## src/rtl/vector_mul_scheduler.sv

```systemverilog
// Round-robin issue scheduler and tagged result buffer for the shared
// vector multiplier, with pipeline drain on precision changes.
module vector_mul_scheduler #(
  parameter int MUL_LATENCY = 2,
  parameter int FIFO_DEPTH  = 4,
  parameter int TAG_W       = 4
) (
  input  logic             clk,
  input  logic             rst,
  input  logic             req0_valid,
  output logic             req0_ready,
  input  logic [31:0]      req0_a,
  input  logic [31:0]      req0_b,
  input  logic [1:0]       req0_precision,
  input  logic [TAG_W-1:0] req0_tag,
  input  logic             req1_valid,
  output logic             req1_ready,
  input  logic [31:0]      req1_a,
  input  logic [31:0]      req1_b,
  input  logic [1:0]       req1_precision,
  input  logic [TAG_W-1:0] req1_tag,
  output logic [31:0]      mul_operand_a,
  output logic [31:0]      mul_operand_b,
  output logic [1:0]       mul_precision,
  input  logic [63:0]      mul_result,
  output logic             rsp_valid,
  input  logic             rsp_ready,
  output logic [63:0]      rsp_data,
  output logic             rsp_src,
  output logic [TAG_W-1:0] rsp_tag,
  output logic             busy
);

  localparam int AW = $clog2(FIFO_DEPTH);
  localparam int CW = $clog2(FIFO_DEPTH + MUL_LATENCY + 1);

  localparam logic [1:0] S_IDLE  = 2'd0;
  localparam logic [1:0] S_RUN   = 2'd1;
  localparam logic [1:0] S_DRAIN = 2'd2;

  logic [1:0]             r_state;
  logic [1:0]             w_next;
  logic                   r_last;
  logic [31:0]            r_a;
  logic [31:0]            r_b;
  logic [1:0]             r_prec;

  logic [MUL_LATENCY-1:0] r_sv;
  logic [MUL_LATENCY-1:0] r_ss;
  logic [TAG_W-1:0]       r_st [MUL_LATENCY];

  logic [63:0]            r_md [FIFO_DEPTH];
  logic                   r_ms [FIFO_DEPTH];
  logic [TAG_W-1:0]       r_mt [FIFO_DEPTH];
  logic [AW-1:0]          r_wp;
  logic [AW-1:0]          r_rp;
  logic [CW-1:0]          r_cnt;

  logic                   w_win;
  logic                   w_wv;
  logic [31:0]            w_wa;
  logic [31:0]            w_wb;
  logic [1:0]             w_wprec;
  logic [TAG_W-1:0]       w_wtag;
  logic [CW-1:0]          w_infl;
  logic                   w_credit;
  logic                   w_issue;
  logic                   w_push;
  logic                   w_pop;

  // both valid: the requester that was not served last wins
  assign w_win   = (req0_valid & req1_valid) ? ~r_last : req1_valid;
  assign w_wv    = req0_valid | req1_valid;
  assign w_wa    = w_win ? req1_a : req0_a;
  assign w_wb    = w_win ? req1_b : req0_b;
  assign w_wprec = w_win ? req1_precision : req0_precision;
  assign w_wtag  = w_win ? req1_tag : req0_tag;

  always_comb begin
    w_infl = '0;
    for (int i = 0; i < MUL_LATENCY; i++) begin
      w_infl = w_infl + CW'(r_sv[i]);
    end
  end

  assign w_credit = (w_infl + r_cnt) < CW'(FIFO_DEPTH);

  always_comb begin
    w_issue = 1'b0;
    w_next  = r_state;
    unique case (r_state)
      S_IDLE: begin
        if (w_wv && w_credit) begin
          w_issue = 1'b1;
          w_next  = S_RUN;
        end
      end
      S_RUN: begin
        if (w_wv) begin
          if (w_wprec != r_prec) begin
            w_next = S_DRAIN;
          end else if (w_credit) begin
            w_issue = 1'b1;
          end
        end else if (w_infl == '0) begin
          w_next = S_IDLE;
        end
      end
      S_DRAIN: begin
        if (w_infl == '0) begin
          w_next = S_IDLE;
        end
      end
      default: w_next = S_IDLE;
    endcase
  end

  assign req0_ready = rst & w_issue & ~w_win;
  assign req1_ready = rst & w_issue & w_win;

  assign w_push    = r_sv[MUL_LATENCY-1];
  assign rsp_valid = (r_cnt != '0);
  assign w_pop     = rsp_valid & rsp_ready;

  always_ff @(posedge clk or negedge rst) begin
    if (!rst) begin
      r_state <= S_IDLE;
      r_last  <= 1'b1;
      r_a     <= '0;
      r_b     <= '0;
      r_prec  <= '0;
      r_sv    <= '0;
      r_wp    <= '0;
      r_rp    <= '0;
      r_cnt   <= '0;
    end else begin
      r_state <= w_next;
      if (w_issue) begin
        r_last <= w_win;
        r_a    <= w_wa;
        r_b    <= w_wb;
        r_prec <= w_wprec;
      end
      r_sv[0] <= w_issue;
      for (int i = 1; i < MUL_LATENCY; i++) begin
        r_sv[i] <= r_sv[i-1];
      end
      if (w_push) begin
        r_wp <= r_wp + AW'(1);
      end
      if (w_pop) begin
        r_rp <= r_rp + AW'(1);
      end
      case ({w_push, w_pop})
        2'b10:   r_cnt <= r_cnt + CW'(1);
        2'b01:   r_cnt <= r_cnt - CW'(1);
        default: r_cnt <= r_cnt;
      endcase
    end
  end

  // payload storage needs no reset: it is qualified by r_sv / r_cnt
  always_ff @(posedge clk) begin
    r_ss[0] <= w_win;
    r_st[0] <= w_wtag;
    for (int i = 1; i < MUL_LATENCY; i++) begin
      r_ss[i] <= r_ss[i-1];
      r_st[i] <= r_st[i-1];
    end
    if (w_push) begin
      r_md[r_wp] <= mul_result;
      r_ms[r_wp] <= r_ss[MUL_LATENCY-1];
      r_mt[r_wp] <= r_st[MUL_LATENCY-1];
    end
  end

  assign mul_operand_a = r_a;
  assign mul_operand_b = r_b;
  assign mul_precision = r_prec;

  assign rsp_data = rsp_valid ? r_md[r_rp] : '0;
  assign rsp_src  = rsp_valid ? r_ms[r_rp] : 1'b0;
  assign rsp_tag  = rsp_valid ? r_mt[r_rp] : '0;

  assign busy = (r_state != S_IDLE) | (w_infl != '0) | rsp_valid;

endmodule

```

## config.mk

```make
export PLATFORM = sky130hd
export DESIGN_NAME = vector_mul_scheduler
export DESIGN_NICKNAME = d
export VERILOG_FILES = /design/src/rtl/vector_mul_scheduler.sv
export SDC_FILE = /design/constraint.sdc
export NUM_CORES = 1
export LEC_CHECK = 0
export CORE_MARGIN = 2
export CORE_UTILIZATION = 35
export DETAILED_ROUTE_END_ITERATION = 8
export DONT_BUFFER_PORTS = 1
export GPL_TIMING_DRIVEN = 0
export SETUP_SLACK_MARGIN = 0.15
export SYNTH_ARGS = -nofsm -noshare
export SYNTH_HDL_FRONTEND = slang
export SYNTH_SLANG_ARGS = --single-unit
```

## constraint.sdc

```tcl
create_clock -name clk -period 6 [get_ports clk]
set_clock_uncertainty 0.1 [all_clocks]
set_input_delay 1.2 -clock clk [delete_from_list [all_inputs] [get_ports clk]]
set_output_delay 1.2 -clock clk [all_outputs]
set_load 0.05 [all_outputs]
```

; Yosys cells after proc, flatten, opt, wreduce, memory -nomap -nowiden
; Memory sizes are Yosys's and may differ from the RTL's.
; Index checks and enable logic that the tools add are counted.
[classes]
n_addsub = 6
n_lt_le_gt_ge = 1
eq_ne = 7
mux = 21
bitwise = 10
n_reduce_logical = 8
[op_table]
columns = op, count
row1 = $mux W32, 2
row2 = $mux W64, 1
row3 = $mux W2, 5
row4 = $mux W1, 8
row5 = $mux W4, 2
row6 = $pmux W2 S3, 1
row7 = $pmux W3 S2, 1
row8 = $reduce_bool A3 Y1, 2
row9 = $and A1 B1 Y1, 5
row10 = $add A2 B1 Y2 const B, 2
row11 = $eq A2 B1 Y1 const B, 2
row12 = $eq A2 B2 Y1 const B, 2
row13 = $reduce_bool A2 Y1, 2
row14 = $add A2 B3 Y3, 1
row15 = $add A3 B1 Y3 const B, 1
row16 = $logic_not A3 Y1, 1
row17 = $lt A3 B3 Y1 const B, 1
row18 = $ne A3 B3 Y1 const B, 1
row19 = $or A1 B1 Y1, 3
row20 = $sub A3 B1 Y3 const B, 1
row21 = $add A1 B1 Y2, 1
row22 = $logic_not A2 Y1, 1
row23 = $ne A2 B2 Y1, 1
row24 = $ne A2 B2 Y1 const B, 1
row25 = other kinds (4), 5
[word_totals]
ff_bits = 80
ramBits = 284
out_inout_bits = 139
mem_count = 4
[mem_list]
columns = name, depth, width, rd, rd_ports_with_merged_regs, write_ports, line_no
row1 = r_md, 4, 64, 1, 0, 1, 52  ; logic [63:0] r_md [FIFO_DEPTH];
row2 = r_mt, 4, 4, 1, 0, 1, 54  ; logic [TAG_W-1:0] r_mt [FIFO_DEPTH];
row3 = r_st, 2, 4, 2, 0, 2, 50  ; logic [TAG_W-1:0] r_st [MUL_LATENCY];
row4 = r_ms, 4, 1, 1, 0, 1, 53  ; logic r_ms [FIFO_DEPTH];

; Longest topological paths before layout
[logic_depth]
ltp_word = 9
depth_mapped = 10

; Worst setup path before layout
; OpenSTA, ideal clock, no wires.
[synth_timing]
path_kind = input -> output
from = in req1_valid
to = out req0_ready
arrival_time_ns = 4.082
required_ns = 4.700
setup_slack_ns = 0.618
stages = 5
path_buffers = 0
path_cell_list = a21boi_2 > mux2i_2 > xnor2_2 > or2_2 > a2111oi_1
[synth_between]
elab_chain_cells = 9
elab_cells_between_ends = 13
classes_between = 1 x eq/ne / 6 x mux / 5 x bitwise / 1 x reduce/logical
[synth_rtl]
columns = element, line_no
row1 = "start, declared", 16  ; input logic req1_valid,
row2 = $and A1 B1 Y1, 72  ; assign w_win = (req0_valid & req1_valid) ? ~r_last : req1_valid;
row3 = $mux W1, 72
row4 = $mux W2, 76  ; assign w_wprec = w_win ? req1_precision : req0_precision;
row5 = $ne A2 B2 Y1, 100  ; if (w_wprec != r_prec) begin
row6 = $mux W1, 100
row7 = $mux W1, 99  ; if (w_wv) begin
row8 = $pmux W1 S2, 91  ; unique case (r_state)
row9 = $and A1 B1 Y1, 118  ; assign req0_ready = rst & w_issue & ~w_win;
row10 = $and A1 B1 Y1 (*), 118
row11 = "end, declared", 11  ; output logic req0_ready,
; Every way passes the cells marked *; elsewhere a longest branch is shown, timed or not.

; Final worst setup path
[layout_timing]
from = reg r_sv[1]
to = out req1_ready
[layout_between]
elab_chain_cells = 9
elab_cells_between_ends = 11
classes_between = 2 x add/sub / 1 x order compare / 5 x mux / 2 x bitwise / 1 x reduce/logical
[layout_rtl]
columns = element, line_no
row1 = "start, declared", 48  ; logic [MUL_LATENCY-1:0] r_sv;
row2 = "start signal, assigned by index", 146  ; r_sv[i] <= r_sv[i-1];
row3 = $add A1 B1 Y2 (*), 82  ; w_infl = w_infl + CW'(r_sv[i]);
row4 = $add A2 B3 Y3 (*), 86  ; assign w_credit = (w_infl + r_cnt) < CW'(FIFO_DEPTH);
row5 = $lt A3 B3 Y1 (*), 86
row6 = $mux W1, 102  ; end else if (w_credit) begin
row7 = $mux W1, 100
row8 = $mux W1, 99
row9 = $pmux W1 S2 (*), 91
row10 = $and A1 B1 Y1 (*) (2 in series), 119  ; assign req1_ready = rst & w_issue & w_win;
row11 = "end, declared", 17  ; output logic req1_ready,
; Marked as above.

==> impl_metrics.yaml <==
worst_setup_path:
  startpoint_type: "flop"
  required_ps: 4700
  r2r_cells: 9
  crit_chain: "ha_1, ha_1, a311o_1, a311o_1, buf_6, buf_2, clkbuf_1, a211oi_2"
  crit_type: "reg -> out"
  crit_arrival_ps: 4030
  regToRegSetupSlack_ps: 2820
  cp_slowest_stage_delay_ps: 880
  cp_max_fo: 10
  reg2reg_from: "r_sv[1]$_DFF_PN0_"
  regToRegEndpoint: "mul_operand_a[3]$_DFFE_PN0P_"
  cp-end-kind: "output pin"
  slowest_stage: "a211oi_2"
synth:
  syn_avg_cell_area_sq_um: 15.07
  synthSimpleGateAreaFrac: 0.1075
  postSynthCellCount: 1062
  synth-xor-area-share: 0.005315
  synth_area_sq_um: 16010
  async_flop_share: 0.2143
  synth_fa_ha_area_frac: 0.007503
  ys_ff_latch: 364
  synth_top_family_by_area: "multiplexers"
  synth_compound_area_frac: 0.05799
  synth-main-ff-cell: "edfxtp_1"
  synthDistinctLibCells: 41
  synthMuxAreaShare: 0.1416
  yosysSeqAreaShare: 0.6522
  ys_warn_count: 0
  synth_edf_count: 276
  syn_nets: 1280
floorplan:
  core-area_sq_um: 45280
  dieArea_sq_um: 47470
  start_util: 0.3535
  die_w_um: 217.9
  fp.dieH_um: 217.9
  ios: 348
  rows: 78
drt:
  avgViaCountPerCell: 5.614
  post-route-drc-count: 0
  via_count: 9802
  dr.pass1.iters: 4
  wirelength_um: 42110
  drt_iter0_markers: 593
  detail-route-antenna-nets: 0
  wl_per_cell_um: 24.12
place:
  placed_cell_area_sq_um: 16900
  place_congestion: 0.8890
  portBuffers: 0
  dp_hpwl_um: 29390
worst_hold_path:
  min_from: "r_st[0][1]$_DFF_P_"
  holdPathEnd: "r_st[0][5]$_DFF_P_"
  hold_path.class: "reg -> reg"
  hold_depth: 0
global_routing:
  grt_use_met1: 0.2040
  overflow: 0
  use_met2: 0.2931
  grt_usage: 0.1752
  met3_usage: 0.06165
  grt_pass1_wl_um: 63050
  grt_max_degree: 81
  grt_pass1_vias: 10170
  grt-busiest-layer: "met2"
  antenna_found_initial: 5
cts:
  cts_root_buf: "clkbuf_16"
  clockBufferDepth: 3
  numCtsBuffers: 40
  post_cts_buffers: 0
  ctsHoldBuffers: 0
  cts_sinks: 364
  cts_tree: "yes"
  path_clk_slew_ps: 60
  insertion_delay_ps: 550
  h-tree-depth: 2
  cts_resized: 0
timing:
  tightest_slew_ps: 1065
  fin_crit_sh: 0.8879
  fin_tns_setup_ps: 0
  fin_crit_ps: 5327
  drv_slew: 0
  hold_violations: 0
  fmax_mhz: 187.7
  setup_violations: 0
  maxSlewHeadroom: 0.2899
  rsz0062_at_grt: "no"
finish:
  fin_area_sq_um: 18250
  nNetsFinal: 1327
  syn_to_final_growth_pct: 13.99
  drive_above_1_share: 0.1595
job:
  drv_cap: 0
power:
  p_leak_uw: 0.005990
  peakVddDrop_uv: 316.8
  powerDensity_nw_per_um2: 642.3
outcome:
  run_status: "completed"
-- cells in the final DEF (no fill, tap or decap), types with 9 or more instances in the layout --
cell	count
dfxtp_1	10
mux4_2	69
and2_1	70
clkbuf_16	42
clkbuf_1	67
buf_2	27
a21oi_1	67
edfxtp_1	276
or4_1	66
nor3_1	66
mux2i_1	64
o211ai_1	66
nand3_1	66
dfrtp_1	77
clkinv_1	9
-- synth_stat cells, types with 6 or more instances --
| cell | instances | area share |
|---|---|---|
| edfxtp_1 | 276 | 0.52 |
| dfrtp_1 | 77 | 0.12 |
| and2_1 | 74 | 0.029 |
| mux4_2 | 69 | 0.097 |
| a21oi_1 | 67 | 0.021 |
| nand3_1 | 66 | 0.021 |
| nor3_1 | 66 | 0.021 |
| o211ai_1 | 66 | 0.031 |
| or4_1 | 66 | 0.031 |
| mux2i_1 | 64 | 0.040 |
| clkbuf_1 | 62 | 0.015 |
| buf_2 | 27 | 0.0084 |
| dfxtp_1 | 10 | 0.013 |
| ha_1 | 8 | 0.0063 |
| inv_1 | 8 | 0.0019 |
| buf_1 | 7 | 0.0016 |
| nand2_1 | 6 | 0.0014 |
-- worst max-delay path by stage --
stage	from	to	slack, ps
after global placement	req1_valid	req0_ready	30
after global routing	r_sv[1]$_DFF_PN0_	req1_ready	520
final	r_sv[1]$_DFF_PN0_	req1_ready	670
after detailed placement	r_sv[1]$_DFF_PN0_	req1_ready	1200
after floorplan	req1_valid	req0_ready	620
after CTS	r_sv[1]$_DFF_PN0_	req1_ready	590
-- registers in the layout (all words and copies together) (netlist names) --
| register | count |
|---|---|
| r_sv | 2 |
| r_ms | 4 |
| r_cnt | 3 |
| mul_operand_a | 32 |
| r_st | 8 |
| r_last | 1 |
| r_md | 256 |
| r_wp | 2 |
| r_state | 2 |
| r_rp | 2 |
| mul_operand_b | 32 |
| r_ss | 2 |
| r_mt | 16 |
| mul_precision | 2 |
-- per-stage QoR --
stage	hold slack (ps)	cells	util	power (uW)	setup slack (ps)
final	227.3	1746	0.4030	11720	672.5
after floorplan	209.6	1062	-	8167	618.5
after CTS	203.1	1741	0.4027	11850	594.6
after global placement	210.5	1662	0.3701	9268	34.43
after global routing	206.7	1746	0.4030	12280	518.0
after detailed placement	217.5	1667	0.3731	9340	1202
-- logic make-up (layout without fill, tap and decap cells) --
kind of cell / count (synthesis) / after routing
muxes: 139 / 139
adders and majority gates: 9 / 9
xor gates and xnor gates: 8 / 8
buffers and inverters: 106 / 185
other: 0 / 5
AOI/OAI and AO/OA: 145 / 145
and+or+nand+nor: 291 / 291
DFF: 364 / 364
-- cell type report --
class / count / area, sq um
multi-input combinational: 592 / 5141
timing repair buffer: 5 / 117.6
fill: 4174 / 27030
clock inverter: 25 / 241.5
buffer: 98 / 416.7
tap: 600 / 750.7
sequential: 364 / 10440
clock buffer: 49 / 1097
inverter: 8 / 30.03
antenna: 5 / 12.51
-- layer usage --
layer,share of wire,vias up
met3,0.095,82
li1,-,4317
met2,0.49,430
met4,0.036,0
met1,0.38,4973
met5,0,-
-- critical path: cells and delay by family (launching register included) --
kind	cells	cell delay, ps
compound gates	3	1780
buf+inv	3	710
fa+ha+maj	2	520
flops	1	480
-- report_power, final --
group	internal, uW	leakage [uW]	switching [uW]
registers	3270	0.00348	1210
clock network	1480	0.000652	990
logic	1370	0.00185	3390
(Power assumes the default switching activity.)
